==> src/rtl/uart_pkg.sv <==
// rtl/uart_pkg.sv - shared constants, FSM state encoding and configuration check for the UART transmitter
package uart_pkg;

   localparam int PARITY_NONE = 0;
   localparam int PARITY_ODD  = 1;
   localparam int PARITY_EVEN = 2;

   typedef enum logic [2:0] {
      ST_IDLE   = 3'd0,
      ST_START  = 3'd1,
      ST_DATA   = 3'd2,
      ST_PARITY = 3'd3,
      ST_STOP   = 3'd4
   } uart_state_e;

   function automatic bit uart_cfg_ok(input int data_bits, input int stop_bits, input int bps_cnt);
      return (data_bits >= 5) && (data_bits <= 9) &&
             ((stop_bits == 1) || (stop_bits == 2)) &&
             (bps_cnt >= 2);
   endfunction

endpackage

==> src/rtl/uart_tx_fifo.sv <==
// rtl/uart_tx_fifo.sv - synchronous show-ahead FIFO feeding the UART shift register
module uart_tx_fifo
   import uart_pkg::*;
#(
   parameter int WIDTH = 8,
   parameter int DEPTH = 16
) (
   input  logic                     sys_clk,
   input  logic                     sys_rst_n,
   input  logic                     push,
   input  logic [WIDTH-1:0]         push_data,
   input  logic                     pop,
   output logic [WIDTH-1:0]         head,
   output logic [$clog2(DEPTH):0]   count,
   output logic                     full,
   output logic                     empty
);

   localparam int AW = $clog2(DEPTH);

   logic [WIDTH-1:0] mem [DEPTH];
   logic [AW:0]      wr_ptr;
   logic [AW:0]      rd_ptr;
   logic             do_push;
   logic             do_pop;

   // Extra pointer bit distinguishes a full ring from an empty one.
   assign count   = wr_ptr - rd_ptr;
   assign empty   = (wr_ptr == rd_ptr);
   assign full    = (count == (AW + 1)'(DEPTH));
   assign do_push = push && !full;
   assign do_pop  = pop && !empty;
   assign head    = mem[rd_ptr[AW-1:0]];

   always_ff @(posedge sys_clk or negedge sys_rst_n) begin
      if (!sys_rst_n) begin
         wr_ptr <= '0;
         rd_ptr <= '0;
      end else begin
         if (do_push) wr_ptr <= wr_ptr + (AW + 1)'(1);
         if (do_pop)  rd_ptr <= rd_ptr + (AW + 1)'(1);
      end
   end

   always_ff @(posedge sys_clk) begin
      if (do_push) mem[wr_ptr[AW-1:0]] <= push_data;
   end

endmodule

==> src/rtl/uart_tx_buffered.sv <==
// rtl/uart_tx_buffered.sv - FIFO-buffered UART transmitter; UART_TX_BREAK_EN adds a tx_break line-break input
module uart_tx_buffered
   import uart_pkg::*;
#(
   parameter int CLK_FRE    = 27_000_000,
   parameter int BPS        = 921600,
   parameter int DATA_BITS  = 8,
   parameter int PARITY     = 0,
   parameter int STOP_BITS  = 1,
   parameter int FIFO_DEPTH = 16
) (
   input  logic                            sys_clk,
   input  logic                            sys_rst_n,
`ifdef UART_TX_BREAK_EN
   input  logic                            tx_break,
`endif
   input  logic [DATA_BITS-1:0]            tx_data,
   input  logic                            tx_valid,
   output logic                            tx_ready,
   output logic [$clog2(FIFO_DEPTH):0]     fifo_count,
   output logic                            tx_busy,
   output logic                            tx_done,
   output logic                            uart_txd
);

   localparam int BPS_CNT = CLK_FRE / BPS;
   localparam int CW      = $clog2(BPS_CNT);

   localparam logic [2:0] S_IDLE   = 3'(ST_IDLE);
   localparam logic [2:0] S_START  = 3'(ST_START);
   localparam logic [2:0] S_DATA   = 3'(ST_DATA);
   localparam logic [2:0] S_PARITY = 3'(ST_PARITY);
   localparam logic [2:0] S_STOP   = 3'(ST_STOP);

   if (!uart_cfg_ok(DATA_BITS, STOP_BITS, BPS_CNT)) begin : g_cfg_err
      $error("uart_tx_buffered: illegal DATA_BITS, STOP_BITS or BPS_CNT");
   end

   logic [2:0]           state;
   logic [CW-1:0]        clk_cnt;
   logic [3:0]           bit_cnt;
   logic [DATA_BITS-1:0] shift;
   logic                 par_bit;
   logic                 bit_end;
   logic                 stop_last;
   logic                 fifo_pop;
   logic                 fifo_full;
   logic                 fifo_empty;
   logic [DATA_BITS-1:0] fifo_head;
   logic                 brk_req;
   logic                 brk_guard;

   uart_tx_fifo #(
      .WIDTH (DATA_BITS),
      .DEPTH (FIFO_DEPTH)
   ) u_fifo (
      .sys_clk   (sys_clk),
      .sys_rst_n (sys_rst_n),
      .push      (tx_valid),
      .push_data (tx_data),
      .pop       (fifo_pop),
      .head      (fifo_head),
      .count     (fifo_count),
      .full      (fifo_full),
      .empty     (fifo_empty)
   );

`ifdef UART_TX_BREAK_EN
   assign brk_req = tx_break;

   // After a break the line must idle high for one full bit time before the next start bit.
   always_ff @(posedge sys_clk or negedge sys_rst_n) begin
      if (!sys_rst_n) begin
         brk_guard <= 1'b0;
      end else if (state == S_IDLE) begin
         if (tx_break)
            brk_guard <= 1'b1;
         else if (brk_guard && bit_end)
            brk_guard <= 1'b0;
      end
   end
`else
   assign brk_req   = 1'b0;
   assign brk_guard = 1'b0;
`endif

   assign tx_ready  = !fifo_full;
   assign tx_busy   = (state != S_IDLE);
   assign bit_end   = (clk_cnt == CW'(BPS_CNT - 1));
   assign stop_last = (state == S_STOP) && bit_end && (bit_cnt == 4'(STOP_BITS - 1));
   assign tx_done   = stop_last;

   always_comb begin
      fifo_pop = 1'b0;
      case (state)
         S_IDLE:  fifo_pop = !fifo_empty && !brk_req && !brk_guard;
         S_STOP:  fifo_pop = stop_last && !fifo_empty && !brk_req;
         default: fifo_pop = 1'b0;
      endcase
   end

   always_ff @(posedge sys_clk or negedge sys_rst_n) begin
      if (!sys_rst_n) begin
         state    <= S_IDLE;
         clk_cnt  <= '0;
         bit_cnt  <= '0;
         shift    <= '0;
         par_bit  <= 1'b0;
         uart_txd <= 1'b1;
      end else begin
         case (state)
            S_IDLE: begin
               bit_cnt <= '0;
               if (brk_req) begin
                  uart_txd <= 1'b0;
                  clk_cnt  <= '0;
               end else if (brk_guard) begin
                  uart_txd <= 1'b1;
                  clk_cnt  <= bit_end ? '0 : clk_cnt + CW'(1);
               end else if (fifo_pop) begin
                  shift    <= fifo_head;
                  par_bit  <= (PARITY == PARITY_ODD) ? ~^fifo_head : ^fifo_head;
                  state    <= S_START;
                  uart_txd <= 1'b0;
                  clk_cnt  <= '0;
               end else begin
                  uart_txd <= 1'b1;
                  clk_cnt  <= '0;
               end
            end
            S_START: begin
               if (bit_end) begin
                  state    <= S_DATA;
                  uart_txd <= shift[0];
                  clk_cnt  <= '0;
                  bit_cnt  <= '0;
               end else begin
                  clk_cnt <= clk_cnt + CW'(1);
               end
            end
            S_DATA: begin
               if (bit_end) begin
                  clk_cnt <= '0;
                  if (bit_cnt == 4'(DATA_BITS - 1)) begin
                     bit_cnt <= '0;
                     if (PARITY != PARITY_NONE) begin
                        state    <= S_PARITY;
                        uart_txd <= par_bit;
                     end else begin
                        state    <= S_STOP;
                        uart_txd <= 1'b1;
                     end
                  end else begin
                     bit_cnt  <= bit_cnt + 4'd1;
                     shift    <= shift >> 1;
                     uart_txd <= shift[1];
                  end
               end else begin
                  clk_cnt <= clk_cnt + CW'(1);
               end
            end
            S_PARITY: begin
               if (bit_end) begin
                  state    <= S_STOP;
                  uart_txd <= 1'b1;
                  clk_cnt  <= '0;
                  bit_cnt  <= '0;
               end else begin
                  clk_cnt <= clk_cnt + CW'(1);
               end
            end
            S_STOP: begin
               if (bit_end) begin
                  clk_cnt <= '0;
                  if (bit_cnt == 4'(STOP_BITS - 1)) begin
                     bit_cnt <= '0;
                     // Chain straight into the next start bit when more data is queued.
                     if (fifo_pop) begin
                        shift    <= fifo_head;
                        par_bit  <= (PARITY == PARITY_ODD) ? ~^fifo_head : ^fifo_head;
                        state    <= S_START;
                        uart_txd <= 1'b0;
                     end else begin
                        state    <= S_IDLE;
                        uart_txd <= 1'b1;
                     end
                  end else begin
                     bit_cnt <= bit_cnt + 4'd1;
                  end
               end else begin
                  clk_cnt <= clk_cnt + CW'(1);
               end
            end
            default: begin
               state    <= S_IDLE;
               uart_txd <= 1'b1;
               clk_cnt  <= '0;
               bit_cnt  <= '0;
            end
         endcase
      end
   end

endmodule

==> config.mk <==
export PLATFORM = sky130hd
export DESIGN_NAME = uart_tx_buffered
export DESIGN_NICKNAME = d
export VERILOG_FILES = /design/src/rtl/uart_pkg.sv /design/src/rtl/uart_tx_fifo.sv /design/src/rtl/uart_tx_buffered.sv
export SDC_FILE = /design/constraint.sdc
export NUM_CORES = 1
export LEC_CHECK = 0
export ABC_CLOCK_PERIOD_IN_PS = 9900
export BUFFER_PORTS_ARGS = -buffer_cell sky130_fd_sc_hd__buf_2
export CORE_ASPECT_RATIO = 1.2
export CORE_MARGIN = 2
export CORE_UTILIZATION = 66
export CTS_CLUSTER_DIAMETER = 120
export DETAILED_ROUTE_END_ITERATION = 7
export PLACE_DENSITY_LB_ADDON = 0.08
export REMOVE_ABC_BUFFERS = 1
export SYNTH_ARGS = -nofsm -noshare
export SYNTH_HDL_FRONTEND = slang
export SYNTH_SLANG_ARGS = --single-unit
==> constraint.sdc <==
create_clock -name sys_clk -period 9.9 [get_ports sys_clk]
set_clock_uncertainty 0.2 [all_clocks]
set_input_delay 0.99 -clock sys_clk [delete_from_list [all_inputs] [get_ports sys_clk]]
set_output_delay 0.99 -clock sys_clk [all_outputs]
set_load 0.05 [all_outputs]
**Yosys cells after proc, flatten, opt, wreduce, memory -nomap -nowiden**

Memories as Yosys holds them, arrays and structs flattened.
Cells that the tools add are included.

- Logic and storage cells: 81
- Memories kept: 1
- RAM bits: 128
- Input bits: 11
- Output and inout bits: 9
- Register bits: 31

- Add/subtract/negate cells: 5
- Multiplexer cells: 34
- Equal/unequal tests: 17
- Reductions and logical operators: 17

Memory list:

| memory | words | bits a word | rd ports | clocked after memory_dff | write ports | line | RTL |
|---|---|---|---|---|---|---|---|
| u_fifo.mem | 16 | 8 | 1 | 0 | 1 | uart_tx_fifo.sv:21 | `logic [WIDTH-1:0] mem [DEPTH];` |

Operator list:

| kind | number |
|---|---|
| $mux 8 | 5 |
| $pmux 8 s3 | 1 |
| $mux 3 | 7 |
| $mux 4 | 5 |
| $add 5x1->5 const B | 3 |
| $pmux 3 s5 | 1 |
| $ne 2x2->1 const B | 6 |
| $pmux 4 s3 | 1 |
| $eq 5x5->1 const B | 2 |
| $mux 1 | 10 |
| $mux 5 | 2 |
| $reduce_and 5->1 | 2 |
| $reduce_and 7->1 | 1 |
| $eq 3x2->1 const B | 2 |
| $ne 2x1->1 const B | 3 |
| $reduce_bool 3->1 | 2 |
| $eq 5x5->1 | 1 |
| $logic_and 1x1->1 | 5 |
| $pmux 1 s5 | 1 |
| $sub 5x5->5 | 1 |
| $add 4x1->4 const B | 1 |
| $eq 4x3->1 const B | 1 |
| $logic_not 4->1 | 1 |
| $reduce_or 4->1 | 1 |
| other kinds (7) | 8 |

**Logic depth before layout (Yosys ltp)**

- Word-level depth: 9
- Mapped depth: 10
- Mapped depth without buffers: 9

**Hierarchy**

From an unflattened synthesis, not the netlist that was laid out.

- Cell total of the unflattened synthesis: 378
- Area, all modules: 6870.3 sq um

Modules (own cells, without submodules):

| module | area an instance (sq um) | seq. area each (sq um) | cells an instance | instances |
|---|---|---|---|---|
| uart_tx_fifo | 5606.6 | 4093.9 | 262 | 1 |
| uart_tx_buffered | 1263.7 | 526.8 | 116 | 1 |

**Worst setup path after synthesis**

OpenSTA, ideal clock, no wires.

- Path type: flip-flop to flip-flop
- Start: register u_fifo.rd_ptr[2]
- End: memory u_fifo.mem[11][0], enable pin
- Setup time: 0.385 ns
- Stages on the path, launching flop included: 10
- Required time: 9.315 ns
- Slack: 5.925 ns
- Buffers on the path: 2
- Period minus slack after synthesis: 3.975 ns
- Arrival: 3.390 ns
- Path through: dfrtp_1 clkbuf_1 clkbuf_1 inv_1 ha_1 xor2_1 or3_1 a2111oi_4 nand3b_1 nor3b_1

- Cells in the longest elaborated chain, start to end: 6

Ends and longest elaborated chain:

| item | line | RTL |
|---|---|---|
| from (decl) | uart_tx_fifo.sv:23 | `logic [AW:0] rd_ptr;` |
| from (signal assigned) | uart_tx_fifo.sv:41 | `if (do_pop) rd_ptr <= rd_ptr + (AW + 1)'(1);` |
| $sub 5x5->5 | uart_tx_fifo.sv:28 | `assign count = wr_ptr - rd_ptr;` |
| net fifo_count[2] | uart_tx_buffered.sv:20 | `output logic [$clog2(FIFO_DEPTH):0] fifo_count,` |
| $eq 5x5->1 | uart_tx_fifo.sv:30 | `assign full = (count == (AW + 1)'(DEPTH));` |
| $logic_not 1->1 | uart_tx_fifo.sv:31 | `assign do_push = push && !full;` |
| $logic_and 1x1->1 | uart_tx_fifo.sv:31 |  |
| $mux 1 | uart_tx_fifo.sv:46 | `if (do_push) mem[wr_ptr[AW-1:0]] <= push_data;` |
| $mux 1 (implied by the code) | uart_tx_fifo.sv:46 |  |
| to (decl) | uart_tx_fifo.sv:21 |  |

The timed path passes the listed nets, and every way through them passes these cells.

**Worst setup path in the final report**

- Start: register u_fifo.rd_ptr[0]
- End: output tx_ready

- Cells in the longest elaborated chain, start to end: 3

Ends and longest elaborated chain:

| item | line | RTL |
|---|---|---|
| $sub 5x5->5 | uart_tx_fifo.sv:28 |  |
| $eq 5x5->1 | uart_tx_fifo.sv:30 |  |
| $logic_not 1->1 | uart_tx_buffered.sv:87 | `assign tx_ready = !fifo_full;` |
| to (decl) | uart_tx_buffered.sv:19 | `output logic tx_ready,` |

Every way passes these cells.

==> out/metrics.cfg <==
[cells_and_area]
final_cells=597
drive_gt1_share_pct=18.9
mostFrequentLayoutCells=edfxtp_1, dfrtp_1, nor2_1
area_growth_pct=10.9
layout_commonest_cell=edfxtp_1
seqCellArea_um2=4620
n_antenna_cell=0
fill_cells=611
multi_input_area_um2=2080
final_nets=484

[setup_path]
worstPathCellList=buf_4, ha_1, inv_1, fa_1, xor2_1, or3_1, a2111oi_4, inv_1, buf_2
path_class=reg -> out
cp_max_fo=49
setup.worst_path.start_class=register
worstPathRequired_ps=8710
r2r_start=u_fifo.rd_ptr[0]
worst_path_largest_cell_delay_ps=640
cp-end-kind=output port
arrival_ps=3490
ff2ff_path_depth=9
r2r_setup_slack_ps=5740
slowest_stage=buf_4
crit_path_frequent_cell=inv_1
r2r_end=u_fifo.mem[11][5]

[clock_tree]
hold_buffers=0
cts-htree-levels=4
clk_path_buf_depth=2
clock-sinks=159
cts.clk_slew.worst_paths_ps=60
numCtsBuffers=17
cts-root-buf=clkbuf_16
cts_resized=0
cts_tree=yes
clock_latency_ps=430
postCtsSetupRepairBufs=0

[pwr]
cellPowerDensity_nw_per_um2=314
leakage_uw=0.00280
ir_worst_vdd_uv=216

[place]
place.gp.congestion=0.881
numPortBuffers=19
placed_cells=566
post-dp-hpwl_um=8780
pre_cts_ws_ps=5620

[worst_hold_path]
hold_path.startpoint=clk_cnt[0]
holdPathEnd=clk_cnt[0]
hold_depth=1
hp-class=reg -> reg

[sta]
fmax_mhz=214
final.setup.worst_slack_ps=5220
drv_slew=0
slew_headroom_pct=23.1
fin_setup_tns_ps=0
post-route-period-util_pct=47.3
rsz0062_at_grt=no
setup_viol=0
worst_pin_slew_ps=1150
final_hold_viol_count=0
hold_ws_ps=285
layout_min_cycle_time_ps=4680

[yosys]
yosysTopAreaCell=edfxtp_1
synth_mux_area_share_pct=11.6
ys.flop_type=edfxtp_1
ys_ff_latch=159
synth_area_leaders=edfxtp_1, dfrtp_1, mux4_2
async_flop_share_pct=19.5
synthCells=437
synth_xor_area_share_pct=1.90
synth_top_family_by_area=multiplexers
netlist.area_leader.share_pct=56.1
synth_cell_types=54
netlist_area_um2=6850
synth-seq-area-share_pct=67.5
synthesis.area_per_instance_um2=15.7
yosys.area_share.simple_pct=8.50
synth-edff-count=128
yosysWarnings=0
synth_fa_ha_area_share_pct=2.67
synth_compound_area_share_pct=5.72

[grt]
first_global_vias=3812
grt_start_max_net_pins=50
antenna_found_initial=0
grt_pass1_wl_um=21100
grtUsageTotal_pct=25.4
grt_overflow=0

[floorplanning]
num_rows=40
die_h_um=116
initial_core_util_pct=68.1
die_w_um=97.0
core_um2=10100
dieArea_um2=11200
ios=20

[route]
drcViolationCount=0
drt_iter0_markers=392
vias=3810
ant_nets=0
dr.pass1.iters=5
routedWlPerCell_um=22.2
viasPerCell=6.38
routed_wl_um=13200

[job]
drv_cap=0

[outcome]
status=finished clean

[through the flow]
step	total power, uW	utilization, %	instance area [um2]
2_1_floorplan	1560	-	6750
3_5_place_dp	1770	69.8	7020
6_report	2380	75.5	7590
5_1_grt	2500	75.5	7590
4_1_cts	2390	75.5	7590
3_3_place_gp	1750	69.8	7020
[area by class of cell]
class,count,area share [%]
well taps,126,2.08
repair buffers,21,1.45
inverters,14,0.692
clock inverters,14,1.90
multi-input cells,246,27.4
clock buffers,17,5.60
flip-flops and latches,159,60.9
[layer usage]
| metal | global-route usage [%] | part of all wire (%) | vias up |
|---|---|---|---|
| li1 | - | - | 1732 |
| met1 | 33.0 | 41 | 1902 |
| met2 | 42.8 | 51 | 146 |
| met3 | 5.31 | 5.5 | 30 |
| met4 | 10.0 | 2.4 | 0 |
| met5 | 0 | 0 | - |
[Yosys cell counts (4+ instances only)]
library cell and count:
o22ai_1 6, inv_1 14, nor2b_1 11, mux2i_1 25
mux2_2 8, xnor2_1 6, ha_1 13, nand2_1 10
nor2_1 28, mux4_2 19, o21ai_0 9, buf_2 5
nand3_1 15, a21oi_1 17, edfxtp_1 128, dfrtp_1 30
xor2_1 7, a211oi_1 8, nor3b_1 4, nand4_1 5
and3_1 14, clkbuf_1 9
[cell families after synthesis]
| logic type | count (synthesis) |
|---|---|
| xor gates and xnor gates | 14 |
| DFF | 159 |
| muxes | 54 |
| buffers and inverters | 32 |
| and+or+nand+nor | 107 |
| AOI/OAI and AO/OA | 57 |
| adders and majority gates | 14 |
[worst max path at each step]
stage,from,to,slack [ps],cells past startpoint
2_1_floorplan,u_fifo.rd_ptr[0],u_fifo.mem[11][0],4590,8
3_3_place_gp,u_fifo.rd_ptr[0],tx_ready,5670,9
3_5_place_dp,u_fifo.rd_ptr[0],tx_ready,5620,9
4_1_cts,u_fifo.rd_ptr[0],tx_ready,5160,9
5_1_grt,u_fifo.rd_ptr[0],tx_ready,5020,9
6_report,u_fifo.rd_ptr[0],tx_ready,5220,9
[flip-flops by register name (all words and copies together), names as in the netlist]
| register | count |
|---|---|
| bit_cnt | 4 |
| clk_cnt | 5 |
| shift | 8 |
| state | 3 |
| u_fifo.mem | 128 |
| u_fifo.rd_ptr | 5 |
| u_fifo.wr_ptr | 5 |
| uart_txd | 1 |
[where the power goes]
part           switching [uW]  internal, uW  leakage [uW]  total [uW]
sequential               76.2           831       0.00154         907
combinational             528           324      0.000974         852
clock                     269           353      0.000280         622
total                     873          1510       0.00280        2380
[critical path: cells and delay by family, from the launching register on]
family	cells	cell delay [ps]
buffers and inverters	4	990
adder cells (fa/ha/maj)	2	730
AO/OA/AOI/OAI	1	460
AND/OR/NAND/NOR	1	360
flip-flops	1	340
XOR/XNOR	1	170
(Power assumes the default switching activity.)
